$ cat src/rtl/uart_pkg.sv
// Shared definitions for the UART receive path: byte width and the
// sequencing-controller state encoding.
package uart_pkg;

    localparam int UART_DATA_W = 8;

    typedef enum logic [1:0] {
        OFF     = 2'd0,
        ARM     = 2'd1,
        RUN     = 2'd2,
        RECOVER = 2'd3
    } rx_state_e;

endpackage

$ cat src/rtl/uart_rx_fifo.sv
// Small synchronous FIFO holding received bytes. Pointers carry one extra
// wrap bit so full and empty can be told apart. The head is read
// combinationally so a pop exposes the next byte on the following cycle.
// Flush empties the FIFO and wins over push and pop.
module uart_rx_fifo
    import uart_pkg::*;
#(
    parameter int DEPTH = 4,
    parameter int AW    = 2
) (
    input  logic                   clk,
    input  logic                   arst_n,
    input  logic                   push,
    input  logic                   pop,
    input  logic                   flush,
    input  logic [UART_DATA_W-1:0] din,
    output logic [UART_DATA_W-1:0] dout,
    output logic                   full,
    output logic                   empty,
    output logic [AW:0]            level
);

    logic [UART_DATA_W-1:0] mem [DEPTH];
    logic [AW:0]            wr_ptr_reg;
    logic [AW:0]            rd_ptr_reg;
    logic                   do_pop;

    assign empty  = (wr_ptr_reg == rd_ptr_reg);
    assign full   = (wr_ptr_reg[AW] != rd_ptr_reg[AW]) &&
                    (wr_ptr_reg[AW-1:0] == rd_ptr_reg[AW-1:0]);
    assign level  = wr_ptr_reg - rd_ptr_reg;
    assign do_pop = pop && !empty;
    // An empty FIFO presents zero rather than a stale entry.
    assign dout   = empty ? '0 : mem[rd_ptr_reg[AW-1:0]];

    // Storage write; the caller only pushes when a slot is free this cycle.
    always_ff @(posedge clk) begin
        if (push && !flush) begin
            mem[wr_ptr_reg[AW-1:0]] <= din;
        end
    end

    // Pointer update with flush taking priority.
    always_ff @(posedge clk or negedge arst_n) begin
        if (!arst_n) begin
            wr_ptr_reg <= '0;
            rd_ptr_reg <= '0;
        end else if (flush) begin
            wr_ptr_reg <= '0;
            rd_ptr_reg <= '0;
        end else begin
            if (push)   wr_ptr_reg <= wr_ptr_reg + 1'b1;
            if (do_pop) rd_ptr_reg <= rd_ptr_reg + 1'b1;
        end
    end

endmodule

$ cat src/rtl/uart_rx_ctrl.sv
// UART receive sequencing controller. Sequences the receive FSM enable and
// sync reset, buffers completed frames in uart_rx_fifo, streams them to the
// host and keeps framing-error / overrun status.
// Optional parity-error accounting is enabled with UART_RX_CTRL_PARITY_EN.
module uart_rx_ctrl
    import uart_pkg::*;
#(
    parameter int DEPTH       = 4,
    parameter int AW          = 2,
    parameter int ERR_W       = 8,
    parameter int RECOVER_CYC = 2
) (
    input  logic                   clk,
    input  logic                   arst_n,
    input  logic                   cfg_en,
    input  logic                   cfg_flush,
    input  logic                   rx_busy,
    input  logic                   rx_done,
    input  logic                   rx_err,
    input  logic [UART_DATA_W-1:0] rx_data,
    output logic                   rx_en,
    output logic                   rx_rst,
    output logic                   m_valid,
    output logic [UART_DATA_W-1:0] m_data,
    input  logic                   m_ready,
    output logic [AW:0]            fifo_level,
    output logic                   overrun,
    output logic [ERR_W-1:0]       err_cnt
`ifdef UART_RX_CTRL_PARITY_EN
    ,
    input  logic                   rx_par_err,
    output logic [ERR_W-1:0]       par_cnt
`endif
);

    localparam int RCW = (RECOVER_CYC > 1) ? $clog2(RECOVER_CYC) : 1;

    rx_state_e        state_reg, state_next;
    logic [RCW-1:0]   rec_cnt_reg;
    logic [ERR_W-1:0] err_cnt_reg;
    logic             overrun_reg;
    logic             fifo_full, fifo_empty;
    logic             in_run, frame_ok, par_ok, pop, push;

    assign in_run   = (state_reg == RUN);
    // A frame is only captured while running and when its framing was good.
    assign frame_ok = in_run && rx_done && !rx_err && par_ok;
    assign pop      = m_valid && m_ready;
    // A full FIFO still accepts when the host drains a slot in the same cycle.
    assign push     = frame_ok && !cfg_flush && (!fifo_full || pop);
    assign m_valid  = !fifo_empty;
    assign overrun  = overrun_reg;
    assign err_cnt  = err_cnt_reg;

    uart_rx_fifo #(
        .DEPTH (DEPTH),
        .AW    (AW)
    ) u_fifo (
        .clk    (clk),
        .arst_n (arst_n),
        .push   (push),
        .pop    (pop),
        .flush  (cfg_flush),
        .din    (rx_data),
        .dout   (m_data),
        .full   (fifo_full),
        .empty  (fifo_empty),
        .level  (fifo_level)
    );

    // State register.
    always_ff @(posedge clk or negedge arst_n) begin
        if (!arst_n) state_reg <= OFF;
        else         state_reg <= state_next;
    end

    // Next state and receive-FSM control; flush forces a restart via RECOVER.
    always_comb begin
        state_next = state_reg;
        rx_en      = 1'b0;
        rx_rst     = 1'b1;
        case (state_reg)
            OFF: begin
                if (cfg_en) state_next = ARM;
            end
            ARM: begin
                rx_en      = 1'b1;
                rx_rst     = 1'b0;
                state_next = RUN;
            end
            RUN: begin
                rx_en  = 1'b1;
                rx_rst = 1'b0;
                if (rx_err) begin
                    state_next = RECOVER;
                end else if (!cfg_en && (!rx_busy || rx_done)) begin
                    // Let an in-flight frame finish before switching off.
                    state_next = OFF;
                end
            end
            RECOVER: begin
                if (rec_cnt_reg == RCW'(RECOVER_CYC - 1)) begin
                    state_next = cfg_en ? ARM : OFF;
                end
            end
            default: state_next = OFF;
        endcase
        if (cfg_flush) state_next = RECOVER;
    end

    // Cycles spent in RECOVER; restarts on entry and on every flush.
    always_ff @(posedge clk or negedge arst_n) begin
        if (!arst_n)                                rec_cnt_reg <= '0;
        else if (cfg_flush || state_reg != RECOVER) rec_cnt_reg <= '0;
        else                                        rec_cnt_reg <= rec_cnt_reg + 1'b1;
    end

    // Saturating framing-error counter.
    always_ff @(posedge clk or negedge arst_n) begin
        if (!arst_n)                                    err_cnt_reg <= '0;
        else if (cfg_flush)                             err_cnt_reg <= '0;
        else if (in_run && rx_err && err_cnt_reg != '1) err_cnt_reg <= err_cnt_reg + ERR_W'(1);
    end

    // Sticky overrun: a good frame found no room in the FIFO.
    always_ff @(posedge clk or negedge arst_n) begin
        if (!arst_n)                            overrun_reg <= 1'b0;
        else if (cfg_flush)                     overrun_reg <= 1'b0;
        else if (frame_ok && fifo_full && !pop) overrun_reg <= 1'b1;
    end

`ifdef UART_RX_CTRL_PARITY_EN
    logic [ERR_W-1:0] par_cnt_reg;

    assign par_ok  = !rx_par_err;
    assign par_cnt = par_cnt_reg;

    // Saturating parity-error counter; framing was valid so no RECOVER.
    always_ff @(posedge clk or negedge arst_n) begin
        if (!arst_n)        par_cnt_reg <= '0;
        else if (cfg_flush) par_cnt_reg <= '0;
        else if (in_run && rx_done && !rx_err && rx_par_err && par_cnt_reg != '1)
            par_cnt_reg <= par_cnt_reg + ERR_W'(1);
    end
`else
    assign par_ok = 1'b1;
`endif

endmodule

$ cat config.mk
export PLATFORM = sky130hd
export DESIGN_NAME = uart_rx_ctrl
export DESIGN_NICKNAME = d
export VERILOG_FILES = /design/src/rtl/uart_pkg.sv /design/src/rtl/uart_rx_fifo.sv /design/src/rtl/uart_rx_ctrl.sv
export SDC_FILE = /design/constraint.sdc
export NUM_CORES = 1
export LEC_CHECK = 0
export BUFFER_PORTS_ARGS = -buffer_cell sky130_fd_sc_hd__buf_2
export CAP_MARGIN = 5
export CORE_ASPECT_RATIO = 1.4
export CORE_MARGIN = 2
export CORE_UTILIZATION = 30
export CTS_CLUSTER_SIZE = 25
export DETAILED_ROUTE_END_ITERATION = 7
export GPL_TIMING_DRIVEN = 1
export PLACE_DENSITY_LB_ADDON = 0.3
export SLEW_MARGIN = 20
export SYNTH_ARGS = -nofsm -noshare
export SYNTH_HDL_FRONTEND = slang
export SYNTH_SLANG_ARGS = --single-unit
export TNS_END_PERCENT = 30
$ cat constraint.sdc
create_clock -name clk -period 3.3 [get_ports clk]
set_input_delay 0.66 -clock clk [delete_from_list [all_inputs] [get_ports clk]]
set_output_delay 0.66 -clock clk [all_outputs]
set_load 0.01 [all_outputs]
==> key figures, run 1 <==
STA
  – Peak Freq: 372 MHz
  – Tightest Pin Transition: 0.546 ns
  – Final slew viol count: 0
  – Total Neg Setup Slack: 0 ns
  – Slew margin rel.: 0.636
  – Tcrit/Tclk final: 0.815
  – Unrepaired setup endpoints after global routing: false
  – Final Critical Period: 2.69 ns
  – Clock skew: 0.00195 ns
  – Final Hold Fails: 0
  – Final setup vio count: 0

Die
  – Core area: 7700 sq um
  – I/O pin count: 39
  – Die Ht: 109 microns
  – Die width: 79.1 microns
  – Standard-cell rows: 38
  – Die area: 8640 sq um
  – Starting Density: 0.308

Yosys
  – Cell taking the most area after synthesis: edfxtp_1
  – Mux share of post-synthesis cell area: 0.0887
  – Post-Syn Nets: 204
  – Synth top area share: 0.405
  – Dominant cells by area after synthesis: edfxtp_1, dfrtp_1, mux4_2, ha_1, nor2_1
  – Distinct cells, synth: 36
  – Compound-Gate Fraction of Synth Area: 0.0618
  – Simple-gate portion of the synthesized area: 0.124
  – Combinational family with the most area after synthesis: simple AND/OR/NAND/NOR gates
  – Avg Cell Area, Syn: 13.5 sq um
  – Post-Synth XOR/XNOR Area: 0.0327
  – Post-synthesis adder-cell area fraction: 0.0718
  – Synth Cell Area: 2370 sq um
  – Seq cells post-synth: 50
  – Cells after Synth: 175
  – Sequential area share after synthesis: 0.596
  – Yosys warnings: 0

Detailed routing
  – Drt pass-1 iters: 4
  – Via count: 1451
  – Drt via density: 4.55
  – DR DRC count: 0
  – Initial DRC Count: 48
  – Drt wl/cell: 13.4 microns
  – DRT antenna net count: 0
  – DRT Wirelength: 4.28 mm

Finish
  – Multi-input logic area: 897 sq um
  – Number of diodes: 0
  – Filler cells: 770
  – Commonest non-fill, non-tap cell in the layout: buf_2
  – Flip-flop count of the largest register after layout: 32
  – Layout cell share with drive strength beyond 1: 0.269
  – # nets final: 247
  – Register area: 1410 sq um
  – Area grow syn2layout: 18.1%
  – Most frequent cells in the layout: buf_2, edfxtp_1, dfrtp_1

Worst setup path
  – CP Max Fanout: 12
  – Data required, critical path: 2.64 ns
  – Startpoint types: flop
  – CP endpoint kind: output port
  – R2r worst-path depth: 6
  – FF-to-FF End: u_fifo.mem[1][3]
  – RR Startpoint: u_fifo.rd_ptr_reg[1]
  – Kind of critical path: reg2out
  – Critical path arrival: 2.03 ns
  – R2R Setup Slk: 1.03 ns

Placement
  – Hpwl dp: 3.12 mm
  – Placer congestion estimate: 0.800
  – # port buffers: 38

GRT
  – Largest net degree at the start of global routing: 23
  – First-pass GRT wire length: 7.31 mm
  – Gr ovfl total: 0
  – Antenna violations before repair: 0
  – GRT Total Usage: 0.110
  – Vias in the first global route: 1445

Power and ir drop
  – Total power draw: 0.00142 W
  – Psw: 0.000375 W
  – Logic gate share of total power: 0.203
  – Worst vdd ir: 0.272 mV
  – Leakage dissipation: 1.15 nW
  – Clock Power Share: 0.294
  – PwrDens: 508 nW/um^2
  – Sequential power share: 0.503
  – Net Sw Frac: 0.263
  – Internal: 0.00105 W

Clocking
  – Postcts setup bufs: 0
  – Htree depth: 2
  – Clk root buf: clkbuf_8
  – Worst skew pair latency: 0.29 ns
  – Post_cts resized: 0
  – Num Clock Sinks: 50
  – Max Root-Sink Buffers: 2
  – CTS tree: built
  – Post-CTS Hold Fix Bufs: 0
  – Num CTS Buffers: 5
  – Clock slew at reported path FFs: 0.09 ns

Min path
  – Hold crit path type: in2async

Flow run
  – Maxcap violations: 0

Outcome
  – Run status: completed
## power groups by stage
| stage | Combinational [W] | Clock, W | Sequential (W) |
|---|---|---|---|
| final | 0.000289 | 0.000418 | 0.000715 |
| after global routing | 0.000326 | 0.000466 | 0.000718 |
| after CTS | 0.000295 | 0.000435 | 0.000715 |
| after detailed placement | 0.000295 | 0 | 0.000728 |
| after global placement | 0.000292 | 0 | 0.000729 |
| after floorplan | 0.000194 | 0 | 0.000724 |
## through the flow
step / std cells / setup slack, ns / instance area [sq um] / util / hold slack [ns]
after detailed placement: 311 / 0.883 / 2690 / 0.349 / 0.489
after floorplan: 175 / 0.987 / 2370 / - / 0.364
final: 319 / 0.611 / 2800 / 0.363 / 0.283
after global routing: 319 / 0.429 / 2800 / 0.363 / 0.299
after global placement: 311 / 0.942 / 2690 / 0.349 / 0.483
after CTS: 319 / 0.541 / 2800 / 0.363 / 0.292
## worst max-delay path: stages (launching register included)
cell and delay, ns:
dfrtp_1 0.69, inv_1 0.09, ha_1 0.30, nand2_1 0.15, nor2_1 0.06, buf_4 0.17
nor2b_1 0.11, buf_2 0.14
## layer usage
metal	share of wire	vias to the layer above	track usage
met5	0	-	0
met4	0.010	0	0.0369
met3	0.061	4	0.0323
met2	0.48	40	0.181
met1	0.45	688	0.138
li1	-	719	-
## cell type report
| class | count | share of cell area |
|---|---|---|
| sequential | 50 | 0.504 |
| clock buffer | 6 | 0.0259 |
| inverter | 11 | 0.0148 |
| multi-input combinational | 109 | 0.321 |
| clock inverter | 2 | 0.0134 |
| timing repair buffer | 41 | 0.0760 |
| tap | 100 | 0.0447 |
## logic make-up after synthesis
kind of cell / after synthesis
AND/OR/NAND/NOR: 56
adder cells (fa/ha/maj): 13
flip-flops: 50
XOR/XNOR: 8
multiplexers: 11
buffers and inverters: 16
AO/OA/AOI/OAI: 21
## synth_stat cells
| library cell | instances |
|---|---|
| a211oi_1 | 1 |
| a21o_1 | 1 |
| a21oi_1 | 5 |
| a311oi_1 | 1 |
| a31oi_1 | 3 |
| and2_1 | 3 |
| and3_1 | 1 |
| and3b_1 | 1 |
| buf_2 | 1 |
| clkbuf_1 | 4 |
| dfrtp_1 | 18 |
| edfxtp_1 | 32 |
| fa_1 | 1 |
| ha_1 | 12 |
| inv_1 | 11 |
| mux2i_1 | 3 |
| mux4_2 | 8 |
| nand2_1 | 5 |
| nand2b_1 | 2 |
| nand3_1 | 5 |
| nand4_1 | 3 |
| nor2_1 | 17 |
| nor2b_1 | 9 |
| nor3_1 | 4 |
| nor3b_1 | 1 |
| nor4b_1 | 1 |
| o21ai_0 | 5 |
| o21bai_1 | 2 |
| o22a_1 | 1 |
| o31ai_4 | 1 |
| o32ai_1 | 1 |
| or3_1 | 3 |
| or3b_2 | 1 |
| xnor2_1 | 2 |
| xnor2_2 | 1 |
| xor2_1 | 5 |
## worst max path at each step
stage / start / endpoint / slack [ns] / cells past startpoint
after global routing: u_fifo.rd_ptr_reg[1] / m_data[0] / 0.43 / 7
after floorplan: u_fifo.rd_ptr_reg[1] / m_data[0] / 0.99 / 7
after detailed placement: u_fifo.rd_ptr_reg[1] / m_data[0] / 0.88 / 7
after global placement: u_fifo.rd_ptr_reg[1] / m_data[6] / 0.94 / 7
final: u_fifo.rd_ptr_reg[1] / m_data[0] / 0.61 / 7
after CTS: u_fifo.rd_ptr_reg[1] / m_data[0] / 0.54 / 7
No activity file was read; power rests on OpenSTA's default activity.
==> run 2: changes to the inputs <==
--- a/config.mk
+++ b/config.mk
@@ -5,6 +5,7 @@
 export SDC_FILE = /design/constraint.sdc
 export NUM_CORES = 1
 export LEC_CHECK = 0
+export ABC_AREA = 1
 export BUFFER_PORTS_ARGS = -buffer_cell sky130_fd_sc_hd__buf_2
 export CAP_MARGIN = 5
 export CORE_ASPECT_RATIO = 1.4
==> constraint.sdc (replaced) <==
create_clock -name clk -period 2.8 [get_ports clk]
set_input_delay 0.56 -clock clk [delete_from_list [all_inputs] [get_ports clk]]
set_output_delay 0.56 -clock clk [all_outputs]
set_load 0.01 [all_outputs]
==> run 2 against run 1 <==
Non-clock buffer count unchanged. Worst setup slack got worse by 0.12 ns. Area after synthesis increased by 11%. Critical path depth unchanged. Global-route usage increased by 0.60 points. Synthesized cell count increased by 57%. Final cell count increased by 32%. Largest cell class unchanged.
==> key figures, run 2 <==
STA
  – Tcrit/Tclk final: 0.826
  – Final Hold Fails: 0 (unchanged)
  – Slew margin rel.: 0.693 (+0.0571)
  – Peak Freq: 432 MHz
  – Hold WS: 0.209 ns (-0.0746 ns)
  – Unrepaired setup endpoints after global routing: false
  – Final slew viol count: 0 (unchanged)
  – Final setup vio count: 0 (unchanged)
  – Final Critical Period: 2.31 ns
  – Setup ws final: 0.487 ns (-0.123 ns)
  – Clock skew: 0.00503 ns (+0.00307 ns)
  – Tightest Pin Transition: 0.460 ns (-0.0861 ns)
  – Total Neg Setup Slack: 0 ns (unchanged)

Yosys
  – Cells after Synth: 274 (+57%)
  – Distinct cells, synth: 28 (-22%)
  – Number of synthesized flops with an enable pin: 32 (unchanged)
  – Seq cells post-synth: 50 (unchanged)
  – Count leader, synth: nor2_1
  – Yosys warnings: 0 (unchanged)
  – Cell taking the most area after synthesis: edfxtp_1
  – Post-Syn Nets: 303 (+49%)
  – Dominant cells by area after synthesis: edfxtp_1, dfrtp_1, nor2_1, nand2_1, ha_1
  – Asr flop ratio synth: 0.360 (unchanged)
  – Avg Cell Area, Syn: 9.62 sq um (-29%)
  – Synth Cell Area: 2640 sq um (+11%)
  – Sequential area share after synthesis: 0.536 (-0.0600)
  – Synth top area share: 0.365 (-0.0408)
  – Prevailing post-synth register cell: edfxtp_1
  – Most frequent cells after synthesis: nor2_1, nand2_1, edfxtp_1

Detailed routing
  – Initial DRC Count: 61 (+27%)
  – DR DRC count: 0 (unchanged)
  – Via count: 1899 (+31%)
  – Drt via density: 4.50 (-1.1%)
  – Drt pass-1 iters: 4 (unchanged)
  – DRT antenna net count: 0 (unchanged)
  – Drt wl/cell: 12.8 microns (-4.8%)
  – DRT Wirelength: 5.39 mm (+26%)

Clocking
  – Htree depth: 2 (unchanged)
  – Clock slew at reported path FFs: 0.07 ns (-0.02 ns)
  – Post_cts resized: 0 (unchanged)
  – Num CTS Buffers: 5 (unchanged)
  – Num Clock Sinks: 50 (unchanged)
  – Postcts setup bufs: 0 (unchanged)
  – Post-CTS Hold Fix Bufs: 0 (unchanged)
  – Max Root-Sink Buffers: 2 (unchanged)
  – Worst skew pair latency: 0.28 ns (about the same)
  – Clk root buf: clkbuf_16
  – CTS tree: built

Worst setup path
  – Critical path arrival: 1.75 ns (-0.28 ns)
  – R2R Setup Slk: 0.89 ns (-0.14 ns)
  – CP Max Fanout: 8 (-4)
  – Kind of critical path: reg2out
  – Startpoint types: flop
  – Data required, critical path: 2.24 ns (-0.40 ns)
  – CP endpoint kind: output port

Finish
  – Commonest non-fill, non-tap cell in the layout: nor2_1
  – Flip-flop count of the largest register after layout: 32 (unchanged)
  – Most frequent cells in the layout: nor2_1, nand2_1, buf_2
  – Area grow syn2layout: 18.0% (about the same)
  – Final core utilization: 0.363 (about the same)
  – Layout cell share with drive strength beyond 1: 0.243 (-0.0265)
  – Number of diodes: 0 (unchanged)
  – # nets final: 345 (+40%)

Power and ir drop
  – Leakage dissipation: 1.42 nW (+24%)
  – Worst vdd ir: 0.424 mV (+56%)
  – PwrDens: 635 nW/um^2 (+25%)
  – Total power draw: 0.00197 W (+39%)

Min path
  – Hold crit path type: in2async

Placement
  – Placer congestion estimate: 0.799 (-0.15%)
  – Hpwl dp: 4.06 mm (+30%)
  – Post-Place Setup Slack: 0.774 ns (-0.108 ns)
  – # port buffers: 38 (unchanged)

Outcome
  – Run status: completed

GRT
  – GRT Total Usage: 0.116 (+0.00603)
  – Gr ovfl total: 0 (unchanged)
  – First-pass GRT wire length: 8.85 mm (+21%)
  – Vias in the first global route: 1886 (+31%)
  – Largest net degree at the start of global routing: 20 (-13%)
  – Antenna violations before repair: 0 (unchanged)

Die
  – Starting Density: 0.308 (about the same)
  – I/O pin count: 39 (unchanged)
  – Standard-cell rows: 40 (+5.3%)
  – Die width: 83.2 microns (+5.2%)
  – Die area: 9560 sq um (+11%)
  – Die Ht: 115 microns (+5.2%)
  – Core area: 8560 sq um (+11%)

Flow run
  – Maxcap violations: 0 (unchanged)
[run 2: cell types whose count changed in the layout (fill, tap and decap cells not counted), sizes merged, moves of 3 or more]
cell | before | now
xor2 | 5 | 2
nor2 | 17 | 58
a21oi | 5 | 9
inv | 11 | 30
nand3 | 5 | 21
a31oi | 3 | 0
o21ai | 5 | 21
nand2 | 5 | 54
nor3 | 4 | 0
mux2i | 3 | 0
nor2b | 9 | 0
or3 | 3 | 0
mux4 | 8 | 0
[run 2: cells by family after synthesis]
group	count (synthesis)	synth area share
AND/OR/NAND/NOR	140	0.270
flip-flops	50	0.536
buffers and inverters	36	0.0560
AO/OA/AOI/OAI	32	0.0641
adder cells (fa/ha/maj)	13	0.0646
XOR/XNOR	3	0.00997
[run 2: stage by stage]
step,instance area [sq um],cells
5_1_grt,3110,422
2_1_floorplan,2640,274
3_3_place_gp,2940,414
4_1_cts,3110,422
6_report,3110,422
3_5_place_dp,2940,414
[run 2: path summary, 6_finish.rpt]
check | from | cells after the start | to
worst min-delay path | arst_n | 1 | rec_cnt_reg
worst max-delay path | u_fifo.wr_ptr_reg[0] | 7 | m_data[5]
max in group asynchronous | arst_n | 1 | err_cnt[4]
worst max register to register | u_fifo.wr_ptr_reg[0] | 7 | u_fifo.mem[1][4]
min in group clk | overrun | 2 | overrun
worst min register to register | overrun | 2 | overrun
[run 2: power breakdown]
| part | internal (W) | switching, W |
|---|---|---|
| Combinational | 0.000160 | 0.000284 |
| Clock | 0.000422 | 0.000256 |
| Sequential | 0.000822 | 0.0000300 |
| Total | 0.00140 | 0.000570 |
[run 2: metal layers]
layer	global-route usage	wire length, microns
met5	0	0
met4	0.0273	38
met3	0.0258	216
met2	0.218	2850
met1	0.134	2280
[run 2: area by class of cell]
class,count,area (sq um)
Clock inverter,2,37.5
Sequential cell,50,1410
Timing Repair Buffer,41,213
Fill cell,868,5450
Inverter,30,113
Multi-Input combinational cell,188,1080
Clock buffer,6,129
Tap cell,105,131
[run 2: critical path, cell delays in order (launching register included)]
cell      delay [ns]
dfrtp_1         0.41
inv_1           0.11
ha_1            0.30
nand2_1         0.07
nand3b_4        0.20
inv_2           0.16
a21oi_1         0.06
buf_2           0.15
==> run 3: changes to the inputs <==
==> constraint.sdc (replaced) <==
create_clock -name clk -period 2.15 [get_ports clk]
set_input_delay 0.43 -clock clk [delete_from_list [all_inputs] [get_ports clk]]
set_output_delay 0.43 -clock clk [all_outputs]
set_load 0.01 [all_outputs]
==> run 3 against run 2 <==
Final area grew 0.84%. Register-to-register slack lost 0.61 ns. Non-clock buffer count grew 4. Via count grew 1.3%. Critical path type unchanged. Count of clock-buffer cells in the layout shrank 1. Largest power group unchanged. Wire length grew 3.2%. Sequential power grew 29%. Power grew 27%. Final cell count grew 0.95%. Die area is the same. Sequential cell count is the same. Highest routed layer unchanged.
==> key figures, run 3 (synthesis gave the netlist of run 2 again) <==
GRT
  – Largest net degree at the start of global routing: 20 (unchanged)
  – Vias in the first global route: 1956 (+3.7%)
  – First-pass GRT wire length: 9.22 mm (+4.2%)
  – Antenna violations before repair: 0 (unchanged)
  – Gr ovfl total: 0 (unchanged)
  – GRT Total Usage: 0.122 (+0.00568)

STA
  – Tightest Pin Transition: 0.510 ns (+0.0499 ns)
  – Setup ws final: 0.0900 ns (-0.397 ns)
  – Final Critical Period: 2.06 ns
  – Peak Freq: 485 MHz
  – Final Hold Fails: 0 (unchanged)
  – Tcrit/Tclk final: 0.958
  – Slew margin rel.: 0.660 (-0.0333)
  – Final setup vio count: 0 (unchanged)
  – Clock skew: 0.00458 ns (-0.000444 ns)
  – Final slew viol count: 0 (unchanged)
  – Unrepaired setup endpoints after global routing: false
  – Total Neg Setup Slack: 0 ns (unchanged)

Die
  – Die area: 9560 sq um (unchanged)
  – Starting Density: 0.308 (unchanged)
  – Standard-cell rows: 40 (unchanged)
  – Die Ht: 115 microns (unchanged)
  – I/O pin count: 39 (unchanged)
  – Core area: 8560 sq um (unchanged)
  – Die width: 83.2 microns (unchanged)

Power and ir drop
  – Clock Power Share: 0.311 (-0.033)
  – Internal: 0.00173 W (+23%)
  – Logic gate share of total power: 0.247 (+0.022)
  – Sequential power share: 0.442 (+0.011)
  – Worst vdd ir: 0.550 mV (+30%)
  – PwrDens: 797 nW/um^2 (+26%)
  – Net Sw Frac: 0.309 (+0.0203)
  – Leakage dissipation: 1.43 nW (+0.97%)
  – Psw: 0.000773 W (+36%)

Finish
  – Commonest non-fill, non-tap cell in the layout: nor2_1
  – Layout cell share with drive strength beyond 1: 0.268 (+0.0250)
  – Filler cells: 850 (-2.1%)
  – Area grow syn2layout: 19.0%
  – Layout Cells excl Fill: 426 (+0.95%)
  – Flip-flop count of the largest register after layout: 32 (unchanged)
  – Multi-input logic area: 1080 sq um (+0.70%)
  – Register area: 1410 sq um (about the same)
  – Final core utilization: 0.367 (+0.00307)
  – Most frequent cells in the layout: nor2_1, nand2_1, buf_2
  – Number of diodes: 0 (unchanged)
  – # nets final: 349 (+1.2%)

Detailed routing
  – Drt wl/cell: 13.1 microns (+2.2%)
  – Drt pass-1 iters: 4 (unchanged)
  – DRT Wirelength: 5.56 mm (+3.2%)
  – DR DRC count: 0 (unchanged)
  – Drt via density: 4.52 (+0.37%)
  – Initial DRC Count: 61 (unchanged)
  – Via count: 1924 (+1.3%)
  – DRT antenna net count: 0 (unchanged)

Worst setup path
  – Kind of critical path: reg2out
  – CP Max Fanout: 11 (+3)
  – Critical path, cell by cell: buf_4, fa_1, xor2_1, buf_2
  – Critical path arrival: 1.63 ns (-0.12 ns)
  – Data required, critical path: 1.72 ns (-0.52 ns)
  – First element of the critical path: u_fifo.rd_ptr_reg[1]
  – R2r worst-path depth: 6 (-1)
  – Critical path endpoint: fifo_level[2]
  – CP max-delay cell: fa_1
  – R2R Setup Slk: 0.28 ns (-0.61 ns)
  – CP endpoint kind: output port
  – CP peak stage delay: 0.43 ns (+0.02 ns)
  – Startpoint types: flop
  – RR Startpoint: state_reg[0]
  – FF-to-FF End: u_fifo.mem[2][1]

Placement
  – Placer congestion estimate: 0.828 (+3.7%)
  – Placed insts: 414 (unchanged)
  – # port buffers: 38 (unchanged)
  – Post-Place Setup Slack: 0.232 ns (-0.542 ns)
  – Hpwl dp: 4.11 mm (+1.3%)

Clocking
  – Htree depth: 2 (unchanged)
  – Num Clock Sinks: 50 (unchanged)
  – Max Root-Sink Buffers: 2 (unchanged)
  – Worst skew pair latency: 0.28 ns (about the same)
  – Post-CTS Hold Fix Bufs: 0 (unchanged)
  – Clk root buf: clkbuf_16
  – Clock slew at reported path FFs: 0.07 ns (about the same)
  – Num CTS Buffers: 5 (unchanged)
  – CTS tree: built

Min path
  – Hold crit path type: in2async

Outcome
  – Run status: completed

Flow run
  – Maxcap violations: 0 (unchanged)
## run 3: power groups by stage
stage	combinational [W]	sequential, W	clock (W)
after global routing	0.000697	0.00111	0.000849
after detailed placement	0.000600	0.00112	0
final	0.000618	0.00110	0.000778
after CTS	0.000609	0.00110	0.000804
after global placement	0.000589	0.00112	0
after floorplan	0.000401	0.00112	0
## run 3: stage by stage
step | hold WS, ns | area (sq um) | total power, W
3_3_place_gp | 0.424 | 2940 | 0.00171
3_5_place_dp | 0.422 | 2940 | 0.00172
2_1_floorplan | 0.134 | 2640 | 0.00152
5_1_grt | 0.124 | 3140 | 0.00266
6_report | 0.0937 | 3140 | 0.00250
4_1_cts | 0.113 | 3110 | 0.00252
## run 3: layout make-up
cell class	count	share of cell area
clock buffers	5	0.0399
clock inverters	3	0.00678
inverters	30	0.0383
multi-input cells	188	0.345
flip-flops and latches	50	0.450
well taps	105	0.0419
repair buffers	45	0.0774
## run 3: critical path: cells and delay by family (launching register included)
family,cells,cell delay (ns)
adders and majority gates,1,0.43
DFF,1,0.41
xor gates and xnor gates,1,0.16
buffers and inverters,2,0.35
## run 3: how the worst min path moves through the flow
stage	start	end	depth (start not counted)
4_1_cts	arst_n	err_cnt[3]	1
3_5_place_dp	arst_n	overrun	1
5_1_grt	arst_n	err_cnt[3]	1
6_report	arst_n	overrun	1
2_1_floorplan	arst_n	err_cnt[0]	0
3_3_place_gp	arst_n	u_fifo.wr_ptr_reg[2]	1
## run 3: per-layer routing
metal,vias to the layer above,routed length [microns],global-route usage
li1,995,-,-
met1,888,2350,0.135
met2,37,2950,0.233
met3,4,191,0.0237
met4,0,70,0.0393
met5,-,0,0
## run 3: timing repair
item	4_1_cts	5_1_grt
pin swaps	0	0
gates resized for setup	2	6
hold endpoints to repair	0	0
buffers inserted	2	2
setup endpoints to repair	10	8
